$ cat src/rtl/reg_alu_seq.sv
// -----------------------------------------------------------------------------
// reg_alu_seq
//
// Instruction sequencer for the reg_alu register-file/ALU datapath. It takes
// 16-bit instruction words over a valid/ready stream and turns each one into
// per-cycle reg_alu control. It also keeps a sticky carry flag and returns
// read-back data over a valid/ready result port.
//
// Instruction encoding (instr[15:14]):
//   00 NOP : no effect
//   01 LDI : rd = [10:8]; the next accepted word is the 16-bit immediate
//   10 ALU : op = [13:11], rd = [10:8], ra = [7:5], rb = [4:2]
//   11 RD  : ra = [7:5]; the register value is returned on res_data
//
// Ports:
//   clk            in   rising-edge clock
//   reset          in   synchronous, active-high reset (also resets reg_alu)
//   instr_valid    in   instruction word present
//   instr_ready    out  sequencer accepts a word this cycle
//   instr[15:0]    in   instruction word
//   res_valid      out  read-back data available
//   res_ready      in   consumer takes the result
//   res_data[15:0] out  read-back register value
//   carry          out  carry flag from the last ALU instruction
//   busy           out  sequencer is not in IDLE
//   alu_sel        out  reg_alu.sel  (0 = d_in, 1 = ALU result)
//   alu_wr         out  reg_alu.wr
//   alu_op[2:0]    out  reg_alu.op (passed through uninterpreted)
//   alu_rd_addr_a  out  reg_alu read port A address
//   alu_rd_addr_b  out  reg_alu read port B address
//   alu_wr_addr    out  reg_alu write address
//   alu_d_in[15:0] out  reg_alu.d_in
//   alu_d_out_a    in   reg_alu read port A data
//   alu_cout       in   reg_alu.cout (registered inside reg_alu)
// -----------------------------------------------------------------------------
module reg_alu_seq (
    input  logic        clk,
    input  logic        reset,
    input  logic        instr_valid,
    output logic        instr_ready,
    input  logic [15:0] instr,
    output logic        res_valid,
    input  logic        res_ready,
    output logic [15:0] res_data,
    output logic        carry,
    output logic        busy,
    output logic        alu_sel,
    output logic        alu_wr,
    output logic [2:0]  alu_op,
    output logic [2:0]  alu_rd_addr_a,
    output logic [2:0]  alu_rd_addr_b,
    output logic [2:0]  alu_wr_addr,
    output logic [15:0] alu_d_in,
    input  logic [15:0] alu_d_out_a,
    input  logic        alu_cout
);

    // Sequencer states
    localparam logic [2:0] ST_IDLE  = 3'd0;
    localparam logic [2:0] ST_IMM   = 3'd1;
    localparam logic [2:0] ST_EXEC  = 3'd2;
    localparam logic [2:0] ST_CFLAG = 3'd3;
    localparam logic [2:0] ST_READ  = 3'd4;
    localparam logic [2:0] ST_RESP  = 3'd5;

    // Instruction classes in instr[15:14]
    localparam logic [1:0] OPC_NOP = 2'b00;
    localparam logic [1:0] OPC_LDI = 2'b01;
    localparam logic [1:0] OPC_ALU = 2'b10;
    localparam logic [1:0] OPC_RD  = 2'b11;

    logic [2:0]  state;
    logic [2:0]  state_next;

    // Fields latched from the instruction header
    logic        exec_is_alu;   // EXEC issues an ALU write (1) or an LDI write (0)
    logic [2:0]  op_q;
    logic [2:0]  rd_q;
    logic [2:0]  ra_q;
    logic [2:0]  rb_q;
    logic [15:0] imm_q;

    logic        accept;
    logic        res_taken;

    // Field slices of the incoming word
    logic [1:0]  f_class;
    logic [2:0]  f_op;
    logic [2:0]  f_rd;
    logic [2:0]  f_ra;
    logic [2:0]  f_rb;

    assign f_class = instr[15:14];
    assign f_op    = instr[13:11];
    assign f_rd    = instr[10:8];
    assign f_ra    = instr[7:5];
    assign f_rb    = instr[4:2];

    // instr[1:0] carries no information in any instruction class.
    logic unused_instr_bits;
    assign unused_instr_bits = &{1'b0, instr[1:0]};

    // -------------------------------------------------------------------------
    // Handshakes. reset -> instr_ready is the only combinational path: the
    // source must never see a word taken in a cycle whose edge discards it.
    // -------------------------------------------------------------------------
    assign instr_ready = !reset && ((state == ST_IDLE) || (state == ST_IMM));
    assign accept      = instr_valid && instr_ready;
    assign res_valid   = (state == ST_RESP);
    assign res_taken   = res_valid && res_ready;
    assign busy        = (state != ST_IDLE);

    // -------------------------------------------------------------------------
    // Next-state logic
    // -------------------------------------------------------------------------
    // NOTE: every signal assigned in an always_comb gets a default at the top
    // of the block, so no path can leave it unassigned and infer a latch.
    always_comb begin
        state_next = state;
        case (state)
            ST_IDLE: begin
                if (accept) begin
                    case (f_class)
                        OPC_LDI: state_next = ST_IMM;
                        OPC_ALU: state_next = ST_EXEC;
                        OPC_RD:  state_next = ST_READ;
                        default: state_next = ST_IDLE;
                    endcase
                end
            end
            ST_IMM:   if (accept) state_next = ST_EXEC;
            ST_EXEC:  state_next = exec_is_alu ? ST_CFLAG : ST_IDLE;
            ST_CFLAG: state_next = ST_IDLE;
            ST_READ:  state_next = ST_RESP;
            ST_RESP:  if (res_taken) state_next = ST_IDLE;
            default:  state_next = ST_IDLE;
        endcase
    end

    // -------------------------------------------------------------------------
    // State, latched fields, carry flag and result register
    // -------------------------------------------------------------------------
    // NOTE: sequential state is assigned with non-blocking (<=) so every
    // register samples the pre-edge values, independent of statement order.
    always_ff @(posedge clk) begin
        if (reset) begin
            state       <= ST_IDLE;
            exec_is_alu <= 1'b0;
            op_q        <= '0;
            rd_q        <= '0;
            ra_q        <= '0;
            rb_q        <= '0;
            imm_q       <= '0;
            carry       <= 1'b0;
            res_data    <= '0;
        end else begin
            state <= state_next;
            case (state)
                ST_IDLE: begin
                    if (accept) begin
                        case (f_class)
                            OPC_LDI: begin
                                exec_is_alu <= 1'b0;
                                rd_q        <= f_rd;
                            end
                            OPC_ALU: begin
                                exec_is_alu <= 1'b1;
                                op_q        <= f_op;
                                rd_q        <= f_rd;
                                ra_q        <= f_ra;
                                rb_q        <= f_rb;
                            end
                            OPC_RD: begin
                                ra_q <= f_ra;
                            end
                            default: ;
                        endcase
                    end
                end
                ST_IMM: begin
                    if (accept) begin
                        imm_q <= instr;
                    end
                end
                // reg_alu registers its carry at the EXEC write edge, so it
                // is valid to sample throughout CFLAG.
                ST_CFLAG: carry    <= alu_cout;
                // Read port A is combinational in reg_alu; the addressed
                // value is stable for the whole READ cycle.
                ST_READ:  res_data <= alu_d_out_a;
                default: ;
            endcase
        end
    end

    // -------------------------------------------------------------------------
    // reg_alu control: pure decodes of registered state. Everything is zero
    // outside EXEC and READ, so nothing stray reaches the datapath.
    // -------------------------------------------------------------------------
    always_comb begin
        alu_sel       = 1'b0;
        alu_wr        = 1'b0;
        alu_op        = '0;
        alu_rd_addr_a = '0;
        alu_rd_addr_b = '0;
        alu_wr_addr   = '0;
        alu_d_in      = '0;
        case (state)
            ST_EXEC: begin
                alu_wr      = 1'b1;
                alu_wr_addr = rd_q;
                if (exec_is_alu) begin
                    alu_sel       = 1'b1;
                    alu_op        = op_q;
                    alu_rd_addr_a = ra_q;
                    alu_rd_addr_b = rb_q;
                end else begin
                    alu_d_in = imm_q;
                end
            end
            ST_READ: begin
                alu_rd_addr_a = ra_q;
            end
            default: ;
        endcase
    end

endmodule

$ cat config.mk
export PLATFORM = sky130hd
export DESIGN_NAME = reg_alu_seq
export DESIGN_NICKNAME = d
export VERILOG_FILES = /design/src/rtl/reg_alu_seq.sv
export SDC_FILE = /design/constraint.sdc
export NUM_CORES = 1
export LEC_CHECK = 0
export BUFFER_PORTS_ARGS = -buffer_cell sky130_fd_sc_hd__buf_2
export CAP_MARGIN = 10
export CORE_MARGIN = 2
export CORE_UTILIZATION = 45
export CTS_CLUSTER_DIAMETER = 50
export DETAILED_ROUTE_END_ITERATION = 8
export GPL_TIMING_DRIVEN = 1
export PLACE_DENSITY = 0.76
export RECOVER_POWER = 50
export SLEW_MARGIN = 10
export SYNTH_ARGS = -nofsm -noshare
export SYNTH_HDL_FRONTEND = slang
export SYNTH_SLANG_ARGS = --single-unit
$ cat constraint.sdc
create_clock -name clk -period 2.1 [get_ports clk]
set_clock_uncertainty 0.2 [all_clocks]
set_input_delay 0.21 -clock clk [delete_from_list [all_inputs] [get_ports clk]]
set_output_delay 0.21 -clock clk [all_outputs]
set_load 0.1 [all_outputs]
==> metrics.txt, run 1 <==
count leader, synth=dfxtp_1; crit path cell chain=buf_4 > nand3b_1 > a21oi_2 > and2_2 > buf_12; GRT busiest layer=met2; root buffer cell=clkbuf_8; Yosys cell types=35; Die X=around 76 um; Slew Viols, Final=0; Worst-Skew Late Latency=0.29 ns; Multi-input gate area=around 1200 um2; gr usage total=a little under a quarter; dominant cells by area after synthesis=dfxtp_1 (43%), a21oi_1 (9.8%), and2_1 (6.3%); vias per inst=roughly 5; FMAX=0.501 GHz; GR Layer Usage met3=about 5.6%; ant diodes=0; register area=between 900 and 1000 um2; nets=about 440; top cells by count, synth=dfxtp_1 (49), a21oi_1 (45), nand2_1 (38), nand3_1 (26), and2_1 (23); Max Cap Viol=0; Routability Congestion=0.808; Post-synth top flop=dfxtp_1; cell leakage power=between 1 and 1.5 nW; Netlist Area Pre-Place=around 2300 um2; antenna violations before repair=0; filler cell count=384; CP Launch Type=register; die area=5700 um2; CP Max Fanout=12; CTS max path bufs=2; I/O pin count=87; Core Area=around 5000 um2; Non-Filler Instances=around 470; Min Clock Period, post-route=between 1.5 and 2 ns; CTS sink count=just under 50; PD cells=approximately 550 nW/um2; #FFs+latches synth=49; pre-CTS setup slack=about 0.22 ns; Post-DRT Antenna Nets=0; Worst Path Arrival=between 1.5 and 2 ns; DRC=0; Final Hold Fails=0; Synth Net Count=roughly 330; share of cells above drive strength 1=between 30 and 40%; initial core utilization=roughly 46%; initial detailed-routing violation count=roughly 210; area grow syn2layout=59.1%; CTS clock-pin slew for the worst setup and hold paths=0.09 ns; kind of end point of the critical path=output pin; Die Y=around 76 um; GR Overflow Total=0; Yosys top cell by area=dfxtp_1; Worst IR Drop VDD=between 0.3 and 0.4 mV; WL per Instance=between 10 and 15 um; Worst Path Buf+Inv=2; FP Rows=26; Tightest Pin Transition=between 0.5 and 0.6 ns; CTS tree=yes; CP delay by family, top=simple AND/OR/NAND/NOR gates; Post-Route WL=roughly 6000 um; Placed Cells incl. Taps=about 430; RSZ-0062 raised after global routing=no; Avg Cell Area, Syn=about 8.0 um2; htree depth=2; via count=approximately 2400; final period utilization=a little over nine tenths; Gate Count Post-Synth=287; EDFF count, synth=0; Synth Warn #=0; met2 Usage GRT=approximately 40%; first-pass GRT wire length=roughly 10000 um; drt pass-1 iters=4; Slowest cell on crit path=dfxtp_2; vias in the first global route=approximately 2300; hold crit path type=in2reg; Worst path max stage delay=0.36 ns; CP Data Required Time=roughly 1.7 ns; port bufs=86; Async SR Flop Fraction=0%; largest net degree at the start of global routing=31; Seq/Total Area, Yosys=between 40% and 50%; met1 usage=between 20% and 30%; post-synth top area share=about 43%; Crit Path Class=reg2out; Num CTS Buffers=5; number of setup violations in the final report=0; setup_tns=0 ns; status=completed; setup ws final=roughly 0.10 ns; detailed placement HPWL=between 4000 and 5000 um; relative slew slack=62.4%
## area by class of cell
cell class                 count  share of cell area (%)
timing repair buffer         127                    35.2
multi-input combinational    209                    32.7
sequential                    49                    26.8
tap                           70                    2.39
clock buffer                   7                    2.08
inverter                       4                   0.512
clock inverter                 1                   0.205
## path summary, 6_finish.rpt
kind                                         end  slack (ns)  cells past startpoint         from
worst max-delay path            alu_rd_addr_a[2]        0.10                      5     state[2]
worst min-delay path                   imm_q[14]       0.009                      3    instr[14]
worst max register to register           rd_q[0]        0.30                      4     state[2]
worst min register to register       res_data[5]        0.26                      2  res_data[5]
## cells by family (layout without fill, tap and decap cells)
family,count (synthesis),count (layout),synth area share (%)
AOI/OAI and AO/OA,80,80,18.4
DFF,49,49,42.6
buffers and inverters,29,139,6.85
and+or+nand+nor,122,122,28.6
xor gates and xnor gates,1,1,0.381
muxes,1,1,0.435
adders and majority gates,5,5,2.72
## worst reg2reg max path, cell delays in order, from the launching register on
cell,delay (ns)
dfxtp_2,0.36
or3b_1,0.41
clkbuf_2,0.33
o21ai_0,0.30
a21oi_1,0.09
## layout by cell type (no fill, tap or decap), types with 3 or more instances in the layout
cell type,count
o311ai_0,3
buf_2,37
nor3b_2,4
buf_12,32
o21ai_1,13
buf_4,8
and2_1,7
clkbuf_2,19
nand4_1,4
nand3_1,26
nand2b_1,3
dfxtp_1,47
and3_2,5
inv_1,3
nand2_1,38
nor2_1,4
a21oi_1,44
dlygate4sd3_1,31
o21ai_0,15
ha_1,5
and2_2,16
clkbuf_8,5
## power by group
group / total, mW / switching (mW) / internal (mW)
clock network: 0.537 / 0.301 / 0.236
logic: 0.483 / 0.325 / 0.158
registers: 0.980 / 0.0206 / 0.960
total: 2.00 / 0.647 / 1.35
## layer usage
| metal | vias up | wire (um) |
|---|---|---|
| met3 | 5 | 336 |
| met2 | 82 | 3060 |
| met5 | - | 0 |
| li1 | 1203 | - |
| met4 | 0 | 57 |
| met1 | 1097 | 2690 |
## registers in the layout, indices dropped and copies added (netlist names)
name and count:
carry 1, exec_is_alu 1, imm_q 16, op_q 3
ra_q 3, rb_q 3, rd_q 3, res_data 16
state 3
## what timing repair did
action	4_1_cts	5_1_grt
setup buffers	0	0
setup endpoints to repair	19	19
resized for setup	2	3
hold buffers	31	0
hold endpoints to repair	42	0
## metrics by stage
| stage | total power, mW | utilization (%) | hold WS (ns) | area (um2) |
|---|---|---|---|---|
| 2_1_floorplan | 1.32 | - | 0.146 | 2340 |
| 3_3_place_gp | 1.43 | 65.2 | 0.239 | 3270 |
| 3_5_place_dp | 1.44 | 65.2 | 0.246 | 3270 |
| 4_1_cts | 2.01 | 73.1 | 0.00255 | 3660 |
| 5_1_grt | 2.10 | 73.1 | 0.0127 | 3660 |
| 6_report | 2.00 | 73.1 | 0.00902 | 3660 |
Note: power is estimated with default switching activity, not from simulation.
==> run 2, diff against run 1 <==
- BUFFER_PORTS_ARGS: -buffer_cell sky130_fd_sc_hd__buf_2 -> -buffer_cell sky130_fd_sc_hd__clkbuf_2
==> run 2 against run 1 <==
  * Cell count is 0.21% lower
  * Flip-flop and latch count stayed put
  * Global-route usage hardly changed
  * Critical endpoint unchanged
  * Largest cell class unchanged
==> metrics.txt, run 2 (synthesis gave the netlist of run 1 again) <==
status=completed (unchanged); crit path cell chain=buf_4 > nand3b_1 > a21oi_2 > and2_2 > buf_12 (unchanged); Max Cap Viol=0 (unchanged); CP Launch Type=register (unchanged); cell leakage power=1.50 nW (was 1.49 nW); most frequent cells in the layout=clkbuf_2 (55), dfxtp_1 (47), a21oi_1 (44) (was dfxtp_1 (47), a21oi_1 (44), nand2_1 (38)); nets=437 (was 438); power share of the combinational group=24.4% (was 24.1%); Min Clock Period, post-route=2.06 ns (was 2.00 ns); # Post-CTS Setup Buffers=0 (unchanged); detailed placement HPWL=4260 um (was 4180 um); Num CTS Buffers=5 (unchanged); CP Data Required Time=1.69 ns (about the same); CTS tree=yes (unchanged); Crit Path Class=reg2out (unchanged); RR Endpoint=rd_q[0] (unchanged); GR Overflow Total=0 (unchanged); Slowest cell on crit path=dfxtp_2 (unchanged); port bufs=86 (unchanged); CTS sink count=49 (unchanged); CTS clock-pin slew for the worst setup and hold paths=0.09 ns (about the same); Post-DRT Antenna Nets=0 (unchanged); FMAX=0.485 GHz (was 0.501 GHz); CP delay by family, top=simple AND/OR/NAND/NOR gates (unchanged); ant diodes=0 (unchanged); area grow syn2layout=58.6% (was 59.1%); R2R Setup Slk=0.20 ns (was 0.30 ns); PnR Total Power=2.01 mW (was 2.00 mW); Core Area=5010 um2 (unchanged); Worst path max stage delay=0.38 ns (was 0.36 ns); Final Hold Fails=0 (unchanged); initial detailed-routing violation count=187 (was 209); RSZ-0062 raised after global routing=no (unchanged); Worst Setup SP=state[2] (unchanged); vias per inst=5.21 (was 5.11); I/O pin count=87 (unchanged); min-delay src=instr[14] (unchanged); vias in the first global route=2231 (was 2281); Die Y=75.5 um (unchanged); setup_tns=0 ns (unchanged); relative slew slack=59.4% (was 62.4%); Worst IR Drop VDD=0.359 mV (was 0.396 mV); initial core utilization=46.0% (unchanged); Post-Route WL=6370 um (was 6140 um); DRC=0 (unchanged); end of the worst hold path=imm_q[14] (unchanged); PD cells=550 nW/um2 (was 546 nW/um2); Net Sw Frac=32.8% (was 32.3%); FP Rows=26 (unchanged); Int Power=1.35 mW (about the same); Clock power frac=26.9% (about the same); Psw=0.659 mW (was 0.647 mW); antenna violations before repair=0 (unchanged); hold path depth=3 (unchanged); Worst R2R Start=state[2] (unchanged); share of cells above drive strength 1=34.1% (was 34.3%); Worst Path Arrival=1.65 ns (was 1.59 ns); Tightest Pin Transition=0.609 ns (was 0.564 ns); htree depth=2 (unchanged); Die X=75.5 um (unchanged); gr usage total=22.7% (about the same); Regs by FF count=imm_q (16), res_data (16) (unchanged); Flop pwr share=48.8% (was 49.0%); die area=5700 um2 (unchanged); kind of end point of the critical path=output pin (unchanged); CTS max path bufs=2 (unchanged); drt pass-1 iters=4 (unchanged); CP Max Fanout=10 (was 12); hold crit path type=in2reg (unchanged); final period utilization=98.2% (was 95.0%); largest net degree at the start of global routing=44 (was 31); R2R depth=5 (was 4); first-pass GRT wire length=10100 um (was 10000 um); root buffer cell=clkbuf_8 (unchanged); number of setup violations in the final report=0 (unchanged); via count=2426 (was 2387); most common cell after layout, fill and taps aside=clkbuf_2 (was dfxtp_1); Routability Congestion=0.796 (was 0.808); WL per Instance=13.7 um (was 13.1 um); Slew Viols, Final=0 (unchanged); Worst-Skew Late Latency=0.30 ns (was 0.29 ns); Worst Path Buf+Inv=2 (unchanged)
## run 2: cell count changes in the layout (fill, tap and decap cells not counted), moves of 2 or more
cell,previous run,this run
buf_2,37,0
clkinv_2,0,2
o21ai_0,15,9
clkbuf_2,19,55
o21ai_1,13,19
## run 2: through the flow
step                      instance area (um2)  hold slack, ns  utilization, %  cells  setup slack (ns)
after global placement                   3260           0.232            65.1    427             0.335
final                                    3650          0.0143            72.9    466            0.0387
after CTS                                3660          0.0126            73.1    466           0.00199
after global routing                     3650          0.0273            72.9    466            0.0131
after floorplan                          2340           0.146               -    287           0.00306
after detailed placement                 3260           0.242            65.1    427             0.245
## run 2: cell type report
| class | count | area [um2] |
|---|---|---|
| Sequential cell | 49 | 983 |
| Multi-Input combinational cell | 209 | 1190 |
| Tap cell | 70 | 87.6 |
| Clock buffer | 6 | 72.6 |
| Inverter | 4 | 18.8 |
| Clock inverter | 2 | 10.0 |
| Fill cell | 388 | 1360 |
| Timing Repair Buffer | 126 | 1290 |
## run 2: power groups by stage
| stage | clock network, mW | logic [mW] | registers [mW] |
|---|---|---|---|
| floorplan | 0 | 0.242 | 1.08 |
| global placement | 0 | 0.430 | 0.999 |
| detailed placement | 0 | 0.440 | 1.00 |
| CTS | 0.546 | 0.488 | 0.979 |
| global route | 0.577 | 0.524 | 0.983 |
| finish | 0.540 | 0.490 | 0.979 |
## run 2: how the worst max path moves through the flow
stage                             endpoint  slack (ns)  cells after the start
after floorplan                  res_valid       0.003                      5
final                     alu_rd_addr_a[2]        0.04                      5
after global placement    alu_rd_addr_a[0]        0.34                      5
after detailed placement       alu_d_in[3]        0.24                      4
after CTS                 alu_rd_addr_a[2]       0.002                      5
after global routing      alu_rd_addr_a[0]        0.01                      5
## run 2: tightest hold or removal path, cell delays in order
cell and delay, ns:
clkbuf_2 0.13, nand3_1 0.08, a21oi_1 0.05
## run 2: what timing repair did
action / 4_1_cts / 5_1_grt
hold buffers: 31 / 0
pin swaps: 0 / 1
resized for setup: 3 / 2
endpoints found under the setup margin: 19 / 21
hold endpoints to repair: 43 / 0
## run 2: routing by layer
layer | wire [um] | GRT usage, % | vias up
li1 | - | - | 1200
met1 | 2720 | 28.5 | 1123
met2 | 3180 | 39.3 | 94
met3 | 385 | 5.03 | 9
met4 | 85 | 6.43 | 0
met5 | 0 | 0 | -
==> run 3, diff against run 2 <==
- PLACE_DENSITY: 0.76 -> not set
- PLACE_DENSITY_LB_ADDON: not set -> 0.05
==> run 3 against run 2 <==
  * Die area unchanged
  * Critical endpoint is now alu_op[2]
  * Routed wire length down 1.3%
  * Setup slack better by 0.051 ns
  * Combinational power increased by 2%
  * Cell count rose by 0.64%
  * Sequential power is essentially flat
  * First-iteration DRC count fell by 20%
==> metrics.txt, run 3 (synthesis gave the netlist of run 1 again) <==
status=completed (unchanged); port bufs=86 (unchanged); PD cells=546 nW/um2 (was 550 nW/um2); Num CTS Buffers=5 (unchanged); Worst Path Arrival=1.60 ns (was 1.65 ns); met3 WL=342 um (was 385 um); Min Clock Period, post-route=2.01 ns (was 2.06 ns); cell leakage power=1.51 nW (was 1.50 nW); pre-CTS setup slack=0.217 ns (was 0.245 ns); Post-DRT Antenna Nets=0 (unchanged); RSZ-0062 raised after global routing=yes (was no); CP Launch Type=register (unchanged); die area=5700 um2 (unchanged); CTS sink count=49 (unchanged); kind of end point of the critical path=output pin (unchanged); Worst-Skew Late Latency=0.29 ns (was 0.30 ns); Worst IR Drop VDD=0.471 mV (was 0.359 mV); hold crit path type=in2reg (unchanged); antenna violations before repair=0 (unchanged); initial core utilization=46.0% (unchanged); placed inst area=3280 um2 (was 3260 um2); share of cells above drive strength 1=34.8% (was 34.1%); htree depth=2 (unchanged); Tightest Pin Transition=0.612 ns (was 0.609 ns); Crit Path Class=reg2out (unchanged); R2R Setup Slk=0.37 ns (was 0.20 ns); DRC=0 (unchanged); drt pass-1 iters=4 (unchanged); Worst R2R Start=state[0] (was state[2]); Slew Viols, Final=0 (unchanged); CP Data Required Time=1.69 ns (about the same); crit path to=alu_op[2] (was alu_rd_addr_a[2]); number of setup violations in the final report=0 (unchanged); setup_tns=0 ns (unchanged); most common cell after layout, fill and taps aside=clkbuf_2 (unchanged); vias in the first global route=2241 (was 2231); RR Endpoint=res_data[13] (was rd_q[0]); CTS tree=yes (unchanged); CP Max Fanout=11 (was 10); gr usage total=23.3% (was 22.7%); GR Overflow Total=0 (unchanged); Core Area=5010 um2 (unchanged); first-pass GRT wire length=10300 um (was 10100 um); most frequent cells in the layout=clkbuf_2 (53), dfxtp_1 (46), a21oi_1 (44) (was clkbuf_2 (55), dfxtp_1 (47), a21oi_1 (44)); M1 WL=2750 um (was 2720 um); I/O pin count=87 (unchanged); largest net degree at the start of global routing=30 (was 44); initial detailed-routing violation count=149 (was 187); CTS max path bufs=2 (unchanged); WL per Instance=13.4 um (was 13.7 um); FP Rows=26 (unchanged); Post-Route WL=6280 um (was 6370 um); max layer used=met4 (unchanged); Die X=75.5 um (unchanged); Final Hold Fails=0 (unchanged); FMAX=0.497 GHz (was 0.485 GHz); CTS clock-pin slew for the worst setup and hold paths=0.09 ns (about the same); Regs by FF count=imm_q (16), res_data (16) (unchanged); via count=2368 (was 2426); nets=440 (was 437); Worst Setup SP=state[1] (was state[2]); final period utilization=95.7% (was 98.2%); Routability Congestion=0.776 (was 0.796); detailed placement HPWL=4140 um (was 4260 um); vias per inst=5.05 (was 5.21); setup ws final=0.0897 ns (was 0.0387 ns); ant diodes=0 (unchanged); area grow syn2layout=60.5% (was 58.6%); Final Instance Area=3690 um2 (was 3650 um2); routed wl met2=3140 um (was 3180 um); relative slew slack=59.2% (was 59.4%); root buffer cell=clkbuf_8 (unchanged); R2R depth=4 (was 5); Max Cap Viol=0 (unchanged); Die Y=75.5 um (unchanged)
-- run 3: cell count changes in the layout (fill, tap and decap cells not counted) --
cell        previous run  this run
nor3b_1                1         0
dfxtp_1               47        46
clkinv_2               2         0
buf_4                  8        12
and2b_2                0         1
dfxtp_2                2         3
clkbuf_2              55        53
nor3b_4                0         1
clkbuf_1               1         2
clkinvlp_4             1         2
-- run 3: repair_timing --
item	in CTS	in global routing
pin swaps	0	2
endpoints found under the hold margin	42	0
hold buffers	31	0
resized for setup	2	6
endpoints found under the setup margin	19	19
setup buffers	0	0
gates cloned	0	1
-- run 3: layout make-up --
cell class / instances / area [um2]
Clock buffer: 7 / 76.3
Clock inverter: 1 / 7.51
Fill cell: 410 / 1320
Inverter: 4 / 18.8
Multi-Input combinational cell: 210 / 1210
Sequential cell: 49 / 985
Tap cell: 70 / 87.6
Timing Repair Buffer: 128 / 1310
-- run 3: per-stage QoR --
step,instances,utilization [%],hold WS (ns),total power [mW]
after floorplan,287,-,0.146,1.32
after CTS,468,73.4,0.0109,2.03
final,469,73.8,0.0197,2.02
after global routing,469,73.8,0.0198,2.12
after global placement,429,65.4,0.232,1.44
after detailed placement,429,65.4,0.238,1.44
-- run 3: power breakdown --
part	total (mW)	internal [mW]	switching [mW]
clock network	0.537	0.236	0.301
registers	0.980	0.960	0.0199
logic	0.499	0.166	0.333
-- run 3: critical path, cell delays in order (launching register included) --
cell and delay (ns):
dfxtp_2 0.39, nor3b_4 0.27, buf_4 0.22, and3_1 0.23, buf_12 0.19
-- run 3: worst min path at each step --
stage                               start      endpoint  slack [ns]  cells past startpoint
after floorplan            alu_d_out_a[4]   res_data[4]        0.15                      2
after global routing            instr[14]     imm_q[14]        0.02                      3
after detailed placement  alu_d_out_a[10]  res_data[10]        0.24                      3
after CTS                       instr[14]     imm_q[14]        0.01                      3
final                           instr[14]     imm_q[14]        0.02                      3
after global placement     alu_d_out_a[9]   res_data[9]        0.23                      3
-- run 3: metal layers --
metal / vias up / global-route usage, %
li1: 1207 / -
met1: 1080 / 30.5
met2: 75 / 38.2
met3: 6 / 7.01
met4: 0 / 5.26
met5: - / 0
